==> src/rtl/rx78_cart_loader.sv <==
// rx78_cart_loader: turns the ioctl cartridge download stream into the RX-78
// upload bus, pads the image with 0xFF up to a cart-size boundary, holds the
// Z80 in reset for the load plus a tail, and reports the detected cart size.
module rx78_cart_loader #(
  parameter logic [7:0]  CART_INDEX  = 8'd1,
  parameter int unsigned HOLD_CYCLES = 4,
  parameter int unsigned RESET_TAIL  = 16
) (
  input  logic        clk,
  input  logic        reset,
  input  logic        ioctl_download,
  input  logic [7:0]  ioctl_index,
  input  logic        ioctl_wr,
  input  logic [24:0] ioctl_addr,
  input  logic [7:0]  ioctl_dout,
  output logic        ioctl_wait,
  output logic        upload,
  output logic [7:0]  upload_index,
  output logic [24:0] upload_addr,
  output logic [7:0]  upload_data,
  output logic        cpu_reset,
  output logic [1:0]  cart_size,
  output logic        overrun,
  output logic        truncated
);

  localparam int unsigned AW = 25;
  localparam int unsigned MW = 15;  // accepted byte address width
  localparam int unsigned PW = 16;  // pad counter with one spare bit so it never wraps
  localparam int unsigned HW = 4;
  localparam int unsigned TW = 8;

  localparam logic [1:0] S_IDLE = 2'd0;
  localparam logic [1:0] S_LOAD = 2'd1;
  localparam logic [1:0] S_PAD  = 2'd2;
  localparam logic [1:0] S_TAIL = 2'd3;

  localparam logic [AW-1:0] ADDR_LIMIT = 25'h8000;
  localparam logic [MW-1:0] END_8K     = 15'h1FFF;
  localparam logic [MW-1:0] END_16K    = 15'h3FFF;
  localparam logic [MW-1:0] END_32K    = 15'h7FFF;

  logic [1:0]    state,    state_n;
  logic [HW-1:0] hold_cnt, hold_n;
  logic [HW-1:0] pad_div,  pad_div_n;
  logic [TW-1:0] tail_cnt, tail_n;
  logic [MW-1:0] max_addr, max_n;
  logic          any_byte, any_n;
  logic [PW-1:0] pad_addr, pad_addr_n;
  logic [MW-1:0] pad_end,  pad_end_n;
  logic          dl_q;

  logic          ioctl_wait_n, upload_n, cpu_reset_n, overrun_n, truncated_n;
  logic [7:0]    upload_index_n, upload_data_n;
  logic [AW-1:0] upload_addr_n;
  logic [1:0]    cart_size_n;
  logic          start_hit, start_rise, enter_load;

  // Next-state and next-output logic for the loader sequence
  always_comb begin
    state_n        = state;
    hold_n         = (hold_cnt != '0) ? hold_cnt - HW'(1) : '0;
    pad_div_n      = pad_div;
    tail_n         = tail_cnt;
    max_n          = max_addr;
    any_n          = any_byte;
    pad_addr_n     = pad_addr;
    pad_end_n      = pad_end;
    upload_n       = upload;
    upload_index_n = upload_index;
    upload_addr_n  = upload_addr;
    upload_data_n  = upload_data;
    cpu_reset_n    = cpu_reset;
    cart_size_n    = cart_size;
    overrun_n      = overrun;
    truncated_n    = truncated;
    enter_load     = 1'b0;

    start_hit  = ioctl_download && (ioctl_index == CART_INDEX);
    start_rise = start_hit && !dl_q;

    case (state)
      S_IDLE: begin
        if (start_hit) enter_load = 1'b1;
      end

      S_LOAD: begin
        if (ioctl_wr) begin
          if (hold_cnt != '0) begin
            overrun_n = 1'b1;
          end else if (ioctl_addr >= ADDR_LIMIT) begin
            truncated_n = 1'b1;
          end else begin
            upload_addr_n = ioctl_addr;
            upload_data_n = ioctl_dout;
            hold_n        = HW'(HOLD_CYCLES);
            any_n         = 1'b1;
            if (MW'(ioctl_addr) > max_addr) max_n = MW'(ioctl_addr);
          end
        end else if (!ioctl_download && (hold_cnt == '0)) begin
          // Download closed and last byte fully held: choose the pad window
          state_n    = S_PAD;
          pad_div_n  = '0;
          pad_addr_n = any_byte ? (PW'(max_addr) + PW'(1)) : '0;
          if (!any_byte || (max_addr < 15'h2000)) pad_end_n = END_8K;
          else if (max_addr < 15'h4000)          pad_end_n = END_16K;
          else                                    pad_end_n = END_32K;
        end
      end

      S_PAD: begin
        if (start_rise) begin
          enter_load = 1'b1;
        end else if (pad_div != '0) begin
          pad_div_n = pad_div - HW'(1);
        end else if (pad_addr > PW'(pad_end)) begin
          state_n        = S_TAIL;
          upload_n       = 1'b0;
          upload_index_n = '0;
          tail_n         = TW'(RESET_TAIL);
          if (!any_byte)               cart_size_n = 2'd0;
          else if (pad_end == END_8K)  cart_size_n = 2'd1;
          else if (pad_end == END_16K) cart_size_n = 2'd2;
          else                         cart_size_n = 2'd3;
        end else begin
          upload_addr_n = AW'(pad_addr);
          upload_data_n = 8'hFF;
          pad_div_n     = HW'(HOLD_CYCLES - 1);
          pad_addr_n    = pad_addr + PW'(1);
        end
      end

      S_TAIL: begin
        if (start_rise) begin
          enter_load = 1'b1;
        end else if (tail_cnt <= TW'(1)) begin
          state_n     = S_IDLE;
          cpu_reset_n = 1'b0;
        end else begin
          tail_n = tail_cnt - TW'(1);
        end
      end

      default: state_n = S_IDLE;
    endcase

    if (enter_load) begin
      state_n        = S_LOAD;
      max_n          = '0;
      any_n          = 1'b0;
      overrun_n      = 1'b0;
      truncated_n    = 1'b0;
      cpu_reset_n    = 1'b1;
      upload_n       = 1'b1;
      upload_index_n = CART_INDEX;
      hold_n         = '0;
    end

    ioctl_wait_n = (hold_n != '0);
  end

  // State and output registers
  always_ff @(posedge clk) begin
    if (reset) begin
      state        <= S_IDLE;
      hold_cnt     <= '0;
      pad_div      <= '0;
      tail_cnt     <= '0;
      max_addr     <= '0;
      any_byte     <= 1'b0;
      pad_addr     <= '0;
      pad_end      <= '0;
      dl_q         <= 1'b0;
      ioctl_wait   <= 1'b0;
      upload       <= 1'b0;
      upload_index <= '0;
      upload_addr  <= '0;
      upload_data  <= '0;
      cpu_reset    <= 1'b0;
      cart_size    <= '0;
      overrun      <= 1'b0;
      truncated    <= 1'b0;
    end else begin
      state        <= state_n;
      hold_cnt     <= hold_n;
      pad_div      <= pad_div_n;
      tail_cnt     <= tail_n;
      max_addr     <= max_n;
      any_byte     <= any_n;
      pad_addr     <= pad_addr_n;
      pad_end      <= pad_end_n;
      dl_q         <= ioctl_download;
      ioctl_wait   <= ioctl_wait_n;
      upload       <= upload_n;
      upload_index <= upload_index_n;
      upload_addr  <= upload_addr_n;
      upload_data  <= upload_data_n;
      cpu_reset    <= cpu_reset_n;
      cart_size    <= cart_size_n;
      overrun      <= overrun_n;
      truncated    <= truncated_n;
    end
  end

endmodule
==> config.mk <==
export PLATFORM = sky130hd
export DESIGN_NAME = rx78_cart_loader
export DESIGN_NICKNAME = d
export VERILOG_FILES = /design/src/rtl/rx78_cart_loader.sv
export SDC_FILE = /design/constraint.sdc
export NUM_CORES = 1
export LEC_CHECK = 0
export ABC_AREA = 1
export BUFFER_PORTS_ARGS = -buffer_cell sky130_fd_sc_hd__buf_4
export CAP_MARGIN = 20
export CELL_PAD_IN_SITES_DETAIL_PLACEMENT = 1
export CELL_PAD_IN_SITES_GLOBAL_PLACEMENT = 2
export CORE_ASPECT_RATIO = 1.2
export CORE_UTILIZATION = 32
export DETAILED_ROUTE_END_ITERATION = 10
export PLACE_DENSITY = 0.78
export SKIP_CTS_REPAIR_TIMING = 1
export SKIP_LAST_GASP = 1
export SLEW_MARGIN = 0
export SYNTH_ARGS = -nofsm -noshare
export SYNTH_HDL_FRONTEND = slang
export SYNTH_SLANG_ARGS = --single-unit
export TNS_END_PERCENT = 50
==> constraint.sdc <==
create_clock -name clk -period 2.82 [get_ports clk]
set_input_delay 0.423 -clock clk [delete_from_list [all_inputs] [get_ports clk]]
set_output_delay 0.423 -clock clk [all_outputs]
set_load 0.05 [all_outputs]
==> summary.md, run 1 <==
### Outcome
• **result of the run** completed

### Cells and area
• **share of layout cells above drive strength 1** 17.8%
• **number of inserted filler cells in the final layout** 2334
• **Design Area, Final** 7040 sq um
• **total inserted antenna cells** 0
• **final net count** 1026
• **Area Growth Syn to Fin** 17.8%

### Die
• **I/O Pins** 93
• **DIE WIDTH** 127 microns
• **Total Die Area** 19200 sq um
• **area of the core region** 18200 sq um
• **Cell Rows** 54
• **initial standard-cell utilization of the core** 32.8%
• **Chip Height** 152 microns

### Yosys
• **proportion of synthesized chip area in sequential cells** 31.5%
• **count of flip-flops with a built-in enable after synthesis** 0
• **average cell area after synthesis** 6.94 sq um
• **unique cell type count in the Yosys netlist** 52
• **share of synthesized flip-flops with an asynchronous set or reset** 0%
• **Warnings, synthesis** 0
• **Post-Syn Instances** 861
• **most numerous cell in the Yosys netlist** sky130_fd_sc_hd__nand2_1
• **most area-hungry cell type in the Yosys netlist** sky130_fd_sc_hd__dfxtp_1
• **post-synthesis instance area** 5980 sq um
• **number of synthesized register bits** 94
• **most used standard cells in the synthesized netlist** 197 x sky130_fd_sc_hd__nand2_1, 94 x sky130_fd_sc_hd__dfxtp_1, 89 x sky130_fd_sc_hd__nor2_1, 81 x sky130_fd_sc_hd__a21oi_1, 79 x sky130_fd_sc_hd__inv_1
• **largest cells by area after synthesis** sky130_fd_sc_hd__dfxtp_1 31%, sky130_fd_sc_hd__nand2_1 12%, sky130_fd_sc_hd__ha_1 9.0%
• **Top FF cell, synth** sky130_fd_sc_hd__dfxtp_1
• **area share of the largest cell type after synthesis** 31.5%

### Worst setup path
• **highest net fanout along the worst path** 41
• **data required time of the critical path** 3.07 ns
• **launching element type of the critical path** flop
• **worst setup path startpoint** pad_end[12]
• **class of the most critical setup path** reg -> reg
• **worst endpoint data arrival time** 2.70 ns
• **element type at the critical path end** flop
• **RR Startpoint** pad_end[12]
• **Worst Reg-to-Reg Cells** 12

### Timing
• **hold violation count in the final report** 0
• **final slew viol count** 0
• **time the worst path needs with I/O delays and setup** 2.45 ns
• **setup TNS** 0 ns
• **maximum clock rate** 408 MHz
• **final critical-path share of the clock period** 86.9%
• **Slew Limit Headroom** 53.4%
• **Fin Clk Skew** 0.00756 ns
• **worst slew pin tran** 0.699 ns
• **setup repair after global routing missed its margin** no
• **final setup violating endpoints** 0

### Clock tree
• **CTS tree** built
• **CTS H-tree depth** 3
• **Root Buffer** sky130_fd_sc_hd__clkbuf_16
• **worst-case clock buffer depth** 2
• **TritonCTS buffer count** 9
• **worst skew pair latency** 0.36 ns
• **Worst-path clk slew** 0.08 ns
• **TritonCTS sink count** 94

### Worst hold path
• **start point of the worst min-delay path** ioctl_dout[0]
• **min-delay worst type** in -> reg
• **hold-critical path depth** 3

### Placement
• **Routability Congestion** 0.795
• **total of buffers placed on input and output ports** 85
• **final HPWL from detailed placement** 14600 microns
• **placed cell area** 6760 sq um

### Global route
• **global-route congestion overflow total** 0
• **total routing resource utilization after global routing** 20.3%
• **number of antenna violations at the first check in global routing** 0
• **global-route wire length before repair** 30200 microns
• **pin count of the biggest net entering global routing** 47
• **via count of the first global-routing pass** 5793

### Drt
• **number of vias in the routed layout** 5746
• **DRC Markers** 0
• **Routed Antenna Nets** 0
• **count of TritonRoute iterations in the first routing pass** 4
• **First DRT Iteration DRCs** 199
• **average routed wire per standard cell** 16.2 microns
• **final wirelength** 18900 microns
• **vias per cell** 4.92

### Power
• **total power per unit cell area** 438 nW/um^2
• **maximum resistive drop on vdd** 272 uV
• **switching part of the total** 29.8%
• **part of the power in combinational logic** 15.0%
• **NetSw** 0.000919 W
• **Clock Power Share** 40.1%
• **total internal power** 0.00217 W
• **proportion of power drawn by flip-flops and latches** 44.9%
• **Leak** 3.10 nW

### Flow run
• **Maximum Capacitance Violations** 0

[layer usage]
metal / up-vias / GRT usage [%] / part of all wire, %
met1: 2696 / 24.6 / 46
li1: 2969 / - / -
met3: 11 / 2.00 / 2.3
met2: 70 / 38.1 / 51
met4: 0 / 5.54 / 1.0
met5: - / 0 / 0
[power groups by stage]
stage	logic [W]	registers (W)	clock network, W
after global placement	0.000466	0.00142	0
final	0.000463	0.00139	0.00124
after detailed placement	0.000465	0.00142	0
after global routing	0.000519	0.00139	0.00131
after CTS	0.000472	0.00139	0.00127
after floorplan	0.000307	0.00144	0
[sequential cells by signal (all words and copies together), names as in the netlist, 2 cells and up]
name         count
cart_size        2
hold_cnt         4
max_addr        15
pad_addr        16
pad_div          4
pad_end          3
state            2
tail_cnt         8
upload_addr     25
upload_data      8
[through the flow]
| stage | util (%) | cells | power [W] | hold slack [ns] | setup slack [ns] |
|---|---|---|---|---|---|
| after floorplan | - | 867 | 0.00175 | 0.440 | 0.867 |
| after global placement | 37.0 | 1151 | 0.00188 | 0.427 | 0.376 |
| after global routing | 38.6 | 1167 | 0.00322 | 0.277 | 0.0512 |
| final | 38.6 | 1167 | 0.00308 | 0.276 | 0.369 |
| after CTS | 38.6 | 1167 | 0.00313 | 0.268 | 0.332 |
| after detailed placement | 37.0 | 1151 | 0.00188 | 0.432 | 0.343 |
[cell usage in the layout, fill, tap and decap left out, types with 19 or more instances in the layout]
cell                        n
sky130_fd_sc_hd__a21oi_1   81
sky130_fd_sc_hd__buf_4     96
sky130_fd_sc_hd__dfxtp_1   94
sky130_fd_sc_hd__ha_1      43
sky130_fd_sc_hd__inv_1     79
sky130_fd_sc_hd__nand2_1  197
sky130_fd_sc_hd__nand3_1   70
sky130_fd_sc_hd__nor2_1    89
sky130_fd_sc_hd__nor3_1    19
sky130_fd_sc_hd__o21ai_0   38
[final timing paths]
kind,endpoint,slack [ns]
setup reg to reg,upload_data[7],0.37
hold / removal,upload_data[0],0.28
setup / recovery,upload_data[7],0.37
hold reg to reg,upload_addr[16],0.44
[area by class of cell]
cell class	count	area, sq um	share of cell area (%)
inverter	91	342	4.85
sequential	94	1880	26.7
multi-input combinational	645	3510	49.9
timing repair buffer	97	741	10.5
tap	224	280	3.98
clock buffer	10	229	3.25
clock inverter	6	55.1	0.782
[cells by family (layout without fill, tap and decap cells)]
logic type | count (synthesis) | in the layout | share of synthesized area (%)
simple gates | 439 | 439 | 34.5
fa+ha+maj | 43 | 43 | 9.00
flops | 94 | 94 | 31.5
other cells | 1 | 7 | 0.0627
compound gates | 144 | 144 | 13.0
buf+inv | 128 | 204 | 10.1
xor+xnor | 12 | 12 | 1.76
[worst max-delay path, cell delays in order (launching register included)]
cell	delay [ns]
sky130_fd_sc_hd__dfxtp_1	0.33
sky130_fd_sc_hd__inv_1	0.35
sky130_fd_sc_hd__ha_1	0.33
sky130_fd_sc_hd__a21oi_1	0.14
sky130_fd_sc_hd__nor2_1	0.05
sky130_fd_sc_hd__nor2_1	0.08
sky130_fd_sc_hd__nand2_1	0.06
sky130_fd_sc_hd__nand2_1	0.06
sky130_fd_sc_hd__nand2_2	0.08
sky130_fd_sc_hd__nand3_2	0.12
sky130_fd_sc_hd__nand3_4	0.37
sky130_fd_sc_hd__nor3_1	0.29
sky130_fd_sc_hd__nor2_1	0.06
No activity file was read; power rests on OpenSTA's default activity.
==> inputs of run 2 (changes only) <==
ABC_AREA = not set   (was 1)
CORE_UTILIZATION = 34   (was 32)
HOLD_SLACK_MARGIN = 0.06   (was not set)
PLACE_DENSITY = 0.77   (was 0.78)
==> summary.md, run 2 <==
### Yosys
• **most used standard cells in the synthesized netlist** 94 x sky130_fd_sc_hd__dfxtp_1, 91 x sky130_fd_sc_hd__nor2_1, 46 x sky130_fd_sc_hd__nand2_1, 43 x sky130_fd_sc_hd__ha_1, 38 x sky130_fd_sc_hd__a21oi_1, was 197 x sky130_fd_sc_hd__nand2_1, 94 x sky130_fd_sc_hd__dfxtp_1, 89 x sky130_fd_sc_hd__nor2_1, 81 x sky130_fd_sc_hd__a21oi_1, 79 x sky130_fd_sc_hd__inv_1
• **main combinational cell family by area after synthesis** simple AND/OR/NAND/NOR gates, unchanged
• **synthesized-area fraction occupied by xor and xnor cells** 2.02%, was 1.76%
• **complex-gate fraction of the synthesized area** 19.9%, was 13.0%
• **number of synthesized register bits** 94, unchanged
• **proportion of synthesized chip area in sequential cells** 33.4%, was 31.5%
• **proportion of synthesized area in mux cells** 6.43%, was 0%
• **post-synthesis instance area** 5640 sq um, was 5980 sq um
• **largest cells by area after synthesis** sky130_fd_sc_hd__dfxtp_1 33%, sky130_fd_sc_hd__ha_1 9.5%, sky130_fd_sc_hd__nor2_1 6.1%, was sky130_fd_sc_hd__dfxtp_1 31%, sky130_fd_sc_hd__nand2_1 12%, sky130_fd_sc_hd__ha_1 9.0%
• **count of flip-flops with a built-in enable after synthesis** 0, unchanged
• **share of synthesized flip-flops with an asynchronous set or reset** 0%, unchanged
• **unique cell type count in the Yosys netlist** 68, was 52
• **Adder-Cell Fraction of Synth Area** 9.54%, was 9.00%
• **Top FF cell, synth** sky130_fd_sc_hd__dfxtp_1, unchanged
• **average cell area after synthesis** 8.52 sq um, was 6.94 sq um
• **area share of the largest cell type after synthesis** 33.4%, was 31.5%
• **most numerous cell in the Yosys netlist** sky130_fd_sc_hd__dfxtp_1, was sky130_fd_sc_hd__nand2_1
• **most area-hungry cell type in the Yosys netlist** sky130_fd_sc_hd__dfxtp_1, unchanged
• **Synth Area in Simple Gates** 22.1%, was 34.5%
• **Warnings, synthesis** 0, unchanged
• **Post-Syn Instances** 662, was 861

### Die
• **I/O Pins** 93, unchanged
• **initial standard-cell utilization of the core** 34.8%, was 32.8%
• **Total Die Area** 17100 sq um, was 19200 sq um
• **area of the core region** 16200 sq um, was 18200 sq um
• **Chip Height** 143 microns, was 152 microns
• **DIE WIDTH** 120 microns, was 127 microns
• **Cell Rows** 51, was 54

### Drt
• **Routed Antenna Nets** 0, unchanged
• **vias per cell** 5.33, was 4.92
• **count of TritonRoute iterations in the first routing pass** 4, unchanged
• **First DRT Iteration DRCs** 190, was 199
• **number of vias in the routed layout** 5188, was 5746
• **final wirelength** 17500 microns, was 18900 microns
• **DRC Markers** 0, unchanged
• **average routed wire per standard cell** 18.0 microns, was 16.2 microns

### Clock tree
• **Worst-path clk slew** 0.07 ns, was 0.08 ns
• **CTS H-tree depth** 3, unchanged
• **worst skew pair latency** 0.35 ns, was 0.36 ns
• **TritonCTS sink count** 94, unchanged
• **TritonCTS buffer count** 9, unchanged
• **worst-case clock buffer depth** 2, unchanged
• **CTS tree** built, unchanged
• **Root Buffer** sky130_fd_sc_hd__clkbuf_16, unchanged

### Global route
• **pin count of the biggest net entering global routing** 60, was 47
• **total routing resource utilization after global routing** 20.5%, was 20.3%
• **global-route congestion overflow total** 0, unchanged
• **number of antenna violations at the first check in global routing** 0, unchanged
• **via count of the first global-routing pass** 5380, was 5793
• **global-route wire length before repair** 27400 microns, was 30200 microns

### Timing
• **final critical-path share of the clock period** 96.2%, was 86.9%
• **time the worst path needs with I/O delays and setup** 2.71 ns, was 2.45 ns
• **Slew Limit Headroom** 50.3%, was 53.4%
• **final setup violating endpoints** 0, unchanged
• **worst slew pin tran** 0.745 ns, was 0.699 ns
• **Worst Hold Slack** 0.302 ns, was 0.276 ns
• **Fin Clk Skew** 0.00811 ns, was 0.00756 ns
• **hold violation count in the final report** 0, unchanged
• **setup TNS** 0 ns, unchanged
• **maximum clock rate** 368 MHz, was 408 MHz
• **final slew viol count** 0, unchanged
• **PnR worst setup slack** 0.106 ns, was 0.369 ns

### Cells and area
• **share of layout cells above drive strength 1** 22.6%, was 17.8%
• **register with the most flip-flops** upload_addr, unchanged
• **total inserted antenna cells** 0, unchanged
• **top flop regs** upload_addr (25), pad_addr (16), max_addr (15), unchanged
• **most common cell after layout, fill and taps aside** sky130_fd_sc_hd__buf_4, was sky130_fd_sc_hd__nand2_1
• **most frequent cells in the layout** 112 x sky130_fd_sc_hd__buf_4, 93 x sky130_fd_sc_hd__dfxtp_1, 90 x sky130_fd_sc_hd__nor2_1, 46 x sky130_fd_sc_hd__nand2_1, 42 x sky130_fd_sc_hd__ha_1, was 197 x sky130_fd_sc_hd__nand2_1, 96 x sky130_fd_sc_hd__buf_4, 94 x sky130_fd_sc_hd__dfxtp_1, 89 x sky130_fd_sc_hd__nor2_1, 81 x sky130_fd_sc_hd__a21oi_1
• **Area Growth Syn to Fin** 24.0%, was 17.8%
• **final net count** 844, was 1026
• **number of flip-flops in the largest register** 25, unchanged

### Power
• **total power per unit cell area** 694 nW/um^2, was 438 nW/um^2
• **maximum resistive drop on vdd** 300 uV, was 272 uV
• **Leak** 2.79 nW, was 3.10 nW

### Worst hold path
• **min-delay worst type** in -> reg, unchanged

### Placement
• **final HPWL from detailed placement** 13300 microns, was 14600 microns
• **Routability Congestion** 0.836, was 0.795
• **worst slack, placed** -0.0412 ns, was 0.343 ns
• **total of buffers placed on input and output ports** 85, unchanged

### Worst setup path
• **launching element type of the critical path** flop, unchanged
• **highest net fanout along the worst path** 15, was 41
• **class of the most critical setup path** reg -> reg, unchanged
• **element type at the critical path end** flop, unchanged
• **data required time of the critical path** 3.09 ns, was 3.07 ns
• **worst endpoint data arrival time** 2.99 ns, was 2.70 ns

### Flow run
• **Maximum Capacitance Violations** 0, unchanged

### Outcome
• **result of the run** completed, unchanged

==> run 2: cell count changes in the layout (fill, tap and decap cells not counted), sizes merged, moves of 11 or more <==
cell,delta
nor3,-16
o211ai,+11
nand3,-49
nor2,-11
inv,-55
o21ai,-30
a21oi,-43
buf,+20
and2,+12
a211oi,+30
mux2i,+34
nand2,-162
==> run 2: routing by layer <==
layer | vias to the layer above | global-route usage (%) | part of all wire (%)
met5 | - | 0 | 0
met4 | 0 | 9.74 | 3.3
met3 | 23 | 2.48 | 2.7
met2 | 79 | 37.5 | 53
met1 | 2541 | 23.5 | 41
li1 | 2545 | - | -
==> run 2: stage by stage <==
step	area [sq um]	cells	utilization, %	power, W
6_report	6990	973	43.1	0.00485
5_1_grt	6990	973	43.1	0.00511
4_1_cts	6830	961	42.2	0.00484
3_5_place_dp	6550	945	40.4	0.00363
3_3_place_gp	6550	945	40.4	0.00357
2_1_floorplan	5660	668	-	0.00302
==> run 2: logic make-up after synthesis <==
group,after synthesis
AOI/OAI and AO/OA,153
xor gates and xnor gates,13
adders and majority gates,43
buffers and inverters,79
DFF,94
muxes,36
other,1
and+or+nand+nor,243
==> run 2: power by group <==
part	switching, W	leakage, nW	internal (W)
registers	0.000131	0.761	0.00152
clock network	0.000581	0.133	0.000616
logic	0.00130	1.89	0.000705
==> run 2: worst paths after layout <==
check	start	to	slack [ns]	cells past startpoint
hold / removal	ioctl_download	dl_q	0.30	2
hold reg to reg	upload_addr[17]	upload_addr[17]	0.46	1
setup reg to reg	pad_end[12]	upload_data[5]	0.11	13
setup / recovery	pad_end[12]	upload_data[5]	0.11	13
==> run 2: layout make-up <==
cell class	instances	area, sq um
clock buffer	10	229
clock inverter	6	55.1
fill	1945	9220
inverter	37	143
multi-input combinational	495	3440
sequential	94	1880
tap	212	265
timing repair buffer	119	976
==> run 2: worst max-delay path, cell delays in order, from the launching register on <==
cell and delay (ns):
sky130_fd_sc_hd__dfxtp_2 0.36, sky130_fd_sc_hd__clkinvlp_4 0.14, sky130_fd_sc_hd__buf_2 0.19, sky130_fd_sc_hd__buf_4 0.14, sky130_fd_sc_hd__ha_1 0.30, sky130_fd_sc_hd__nor2b_1 0.14
sky130_fd_sc_hd__o21ai_1 0.13, sky130_fd_sc_hd__a21bo_2 0.18, sky130_fd_sc_hd__nand4_1 0.14, sky130_fd_sc_hd__a31oi_4 0.32, sky130_fd_sc_hd__buf_4 0.18, sky130_fd_sc_hd__clkbuf_16 0.17
sky130_fd_sc_hd__nor2_1 0.05, sky130_fd_sc_hd__a211oi_2 0.18
==> inputs of run 3 (changes only) <==
CORE_UTILIZATION = 31   (was 34)
CTS_BUF_LIST = sky130_fd_sc_hd__clkbuf_4 sky130_fd_sc_hd__clkbuf_8 sky130_fd_sc_hd__clkbuf_16   (was not set)
PLACE_DENSITY = 0.74   (was 0.77)
clock period = 2.4 ns   (was 2.82 ns; I/O delays follow)
==> summary.md, run 3 (synthesis gave the netlist of run 2 again) <==
### Timing
• **final slew viol count** 0, unchanged
• **hold violation count in the final report** 0, unchanged
• **PnR worst setup slack** -0.0584 ns, was 0.106 ns
• **Slew Limit Headroom** 59.3%, was 50.3%
• **time the worst path needs with I/O delays and setup** 2.46 ns, was 2.71 ns
• **maximum clock rate** 407 MHz, was 368 MHz
• **final setup violating endpoints** 20, was 0
• **worst slew pin tran** 0.611 ns, was 0.745 ns
• **setup repair after global routing missed its margin** yes
• **final critical-path share of the clock period** 102%, was 96.2%
• **Fin Clk Skew** 0.00683 ns, was 0.00811 ns

### Clock tree
• **worst skew pair latency** 0.36 ns, was 0.35 ns
• **TritonCTS buffer count** 9, unchanged
• **TritonCTS sink count** 94, unchanged
• **worst-case clock buffer depth** 2, unchanged
• **CTS tree** built, unchanged
• **Worst-path clk slew** 0.07 ns, about the same
• **CTS H-tree depth** 3, unchanged
• **Root Buffer** sky130_fd_sc_hd__clkbuf_16, unchanged

### Global route
• **total routing resource utilization after global routing** 18.5%, was 20.5%
• **global-route congestion overflow total** 0, unchanged
• **global routing met2 resource utilization** 35.4%, was 37.5%
• **global routing met1 resource utilization** 20.6%, was 23.5%
• **number of antenna violations at the first check in global routing** 0, unchanged
• **gr busiest metal** met2, unchanged
• **met3 Resource Use GR** 2.93%, was 2.48%
• **via count of the first global-routing pass** 5434, was 5380
• **global-route wire length before repair** 27500 microns, was 27400 microns
• **pin count of the biggest net entering global routing** 45, was 60

### Power
• **Leak** 2.93 nW, was 2.79 nW
• **NetSw** 0.00241 W, was 0.00201 W
• **Clock Power Share** 26.0%, was 24.7%
• **proportion of power drawn by flip-flops and latches** 31.9%, was 34.0%
• **part of the power in combinational logic** 42.0%, was 41.3%
• **total internal power** 0.00367 W, was 0.00284 W
• **total power per unit cell area** 831 nW/um^2, was 694 nW/um^2
• **maximum resistive drop on vdd** 424 uV, was 300 uV
• **switching part of the total** 39.6%, was 41.5%

### Worst setup path
• **Reg-to-Reg End** upload_addr[7], was upload_data[5]
• **reg-to-reg slack, setup** -0.06 ns, was 0.11 ns
• **buffers plus inverters on the worst setup path** 5, unchanged
• **Worst Reg-to-Reg Cells** 12, was 13
• **launching element type of the critical path** flop, unchanged
• **element type at the critical path end** flop, unchanged
• **class of the most critical setup path** reg -> reg, unchanged
• **RR Startpoint** pad_end[12], unchanged
• **worst stage delay on the critical path** 0.35 ns, was 0.36 ns
• **highest net fanout along the worst path** 8, was 15
• **cell with the largest stage delay on the worst path** sky130_fd_sc_hd__dfxtp_2, unchanged
• **Cell Chain, Critical Path** inv_4 > buf_6 > ha_1 > nand4_1 > nor4_4 > a21bo_2 > nand4_1 > a31oi_4 > buf_12 > buf_6 > clkbuf_16 > a211oi_2, was clkinvlp_4 > buf_2 > buf_4 > ha_1 > nor2b_1 > o21ai_1 > a21bo_2 > nand4_1 > a31oi_4 > buf_4 > clkbuf_16 > nor2_1 > a211oi_2
• **cell family with most CP delay** buffers and inverters, unchanged
• **worst endpoint data arrival time** 2.73 ns, was 2.99 ns
• **data required time of the critical path** 2.67 ns, was 3.09 ns

### Die
• **I/O Pins** 93, unchanged
• **DIE WIDTH** 125 microns, was 120 microns
• **Cell Rows** 53, was 51
• **Total Die Area** 18700 sq um, was 17100 sq um
• **area of the core region** 17600 sq um, was 16200 sq um
• **Chip Height** 150 microns, was 143 microns
• **initial standard-cell utilization of the core** 32.0%, was 34.8%

### Drt
• **DRC Markers** 10, was 0
• **final wirelength** 17700 microns, was 17500 microns
• **vias per cell** 5.19, was 5.33
• **number of vias in the routed layout** 5178, was 5188
• **count of TritonRoute iterations in the first routing pass** 7, was 4
• **Routed Antenna Nets** 0, unchanged
• **First DRT Iteration DRCs** 273, was 190
• **average routed wire per standard cell** 17.7 microns, was 18.0 microns

### Cells and area
• **most common cell after layout, fill and taps aside** sky130_fd_sc_hd__buf_4, unchanged
• **Seq. cell area** 1880 sq um, about the same
• **share of layout cells above drive strength 1** 26.3%, was 22.6%
• **area of the multi-input gates** 3560 sq um, was 3440 sq um
• **Area Growth Syn to Fin** 29.9%, was 24.0%
• **Final Util** 41.6%, was 43.1%
• **final net count** 861, was 844
• **total inserted antenna cells** 0, unchanged
• **number of inserted filler cells in the final layout** 2063, was 1945
• **final instance count without filler cells** 997, was 973
• **register with the most flip-flops** upload_addr, unchanged
• **most frequent cells in the layout** 125 x sky130_fd_sc_hd__buf_4, 92 x sky130_fd_sc_hd__dfxtp_1, 90 x sky130_fd_sc_hd__nor2_1, 44 x sky130_fd_sc_hd__nand2_1, 38 x sky130_fd_sc_hd__ha_1, was 112 x sky130_fd_sc_hd__buf_4, 93 x sky130_fd_sc_hd__dfxtp_1, 90 x sky130_fd_sc_hd__nor2_1, 46 x sky130_fd_sc_hd__nand2_1, 42 x sky130_fd_sc_hd__ha_1
• **number of flip-flops in the largest register** 25, unchanged
• **top flop regs** upload_addr (25), pad_addr (16), max_addr (15), unchanged

### Placement
• **total of buffers placed on input and output ports** 85, unchanged
• **cell total after placement** 974, was 945
• **Routability Congestion** 0.861, was 0.836
• **final HPWL from detailed placement** 13300 microns, about the same

### Worst hold path
• **endpoint of the worst hold-timing path** dl_q, unchanged
• **min-delay worst type** in -> reg, unchanged
• **hold-critical path depth** 2, unchanged
• **start point of the worst min-delay path** ioctl_download, unchanged

### Outcome
• **result of the run** finished, violations left, was completed
• **violations in the final reports** DRC, setup timing

### Flow run
• **Maximum Capacitance Violations** 0, unchanged

run 3: changes by cell type in the layout (fill, tap and decap cells not counted), moves of 3 or more:
cell                       previous run  this run
sky130_fd_sc_hd__ha_1                42        38
sky130_fd_sc_hd__buf_6                0         3
sky130_fd_sc_hd__ha_4                 0         4
sky130_fd_sc_hd__a211oi_2            12        16
sky130_fd_sc_hd__a211oi_1            18        14
sky130_fd_sc_hd__buf_4              112       125
run 3: worst max path at each step:
stage,from,endpoint,slack [ns],cells past startpoint
final,pad_end[12],upload_addr[7],-0.06,12
after CTS,pad_end[12],upload_addr[24],-0.20,10
after global placement,pad_end[12],upload_data[7],-0.07,11
after floorplan,pad_end[12],upload_addr[0],0.005,11
after detailed placement,pad_end[12],upload_data[6],-0.16,11
after global routing,pad_end[12],upload_addr[23],-0.17,12
run 3: layer usage:
| metal | up-vias | share of wire [%] |
|---|---|---|
| met5 | - | 0 |
| met4 | 0 | 1.8 |
| met3 | 19 | 2.1 |
| met2 | 58 | 52 |
| met1 | 2511 | 44 |
| li1 | 2590 | - |
run 3: worst register-to-register path: stages, from the launching register on:
cell and delay, ns:
sky130_fd_sc_hd__dfxtp_2 0.35, sky130_fd_sc_hd__inv_4 0.07, sky130_fd_sc_hd__buf_6 0.14, sky130_fd_sc_hd__ha_1 0.28
sky130_fd_sc_hd__nand4_1 0.13, sky130_fd_sc_hd__nor4_4 0.20, sky130_fd_sc_hd__a21bo_2 0.29, sky130_fd_sc_hd__nand4_1 0.14
sky130_fd_sc_hd__a31oi_4 0.11, sky130_fd_sc_hd__buf_12 0.16, sky130_fd_sc_hd__buf_6 0.13, sky130_fd_sc_hd__clkbuf_16 0.15
sky130_fd_sc_hd__a211oi_2 0.22
run 3: through the flow:
| stage | TNS [ns] | total power, W | worst slack, ns | hold slack (ns) | instance area (sq um) |
|---|---|---|---|---|---|
| 6_report | -0.628 | 0.00609 | -0.0584 | 0.241 | 7330 |
| 5_1_grt | -5.43 | 0.00637 | -0.175 | 0.252 | 7330 |
| 4_1_cts | -5.46 | 0.00595 | -0.196 | 0.236 | 7040 |
| 3_5_place_dp | -4.22 | 0.00434 | -0.164 | 0.445 | 6720 |
| 3_3_place_gp | -0.988 | 0.00427 | -0.0671 | 0.442 | 6720 |
| 2_1_floorplan | 0 | 0.00355 | 0.00487 | 0.426 | 5660 |
run 3: power by group through the flow:
stage / clock (W) / sequential (W) / combinational [W]
after global routing: 0.00168 / 0.00197 / 0.00272
after detailed placement: 0 / 0.00198 / 0.00236
after CTS: 0.00164 / 0.00195 / 0.00236
final: 0.00158 / 0.00194 / 0.00256
after floorplan: 0 / 0.00257 / 0.000979
after global placement: 0 / 0.00197 / 0.00230
run 3: final cells by class:
class / count / area share [%]
tap: 220 / 3.76
multi-input combinational: 495 / 48.6
timing repair buffer: 136 / 15.7
clock buffer: 9 / 3.07
clock inverter: 6 / 1.28
inverter: 37 / 1.93
sequential: 94 / 25.7
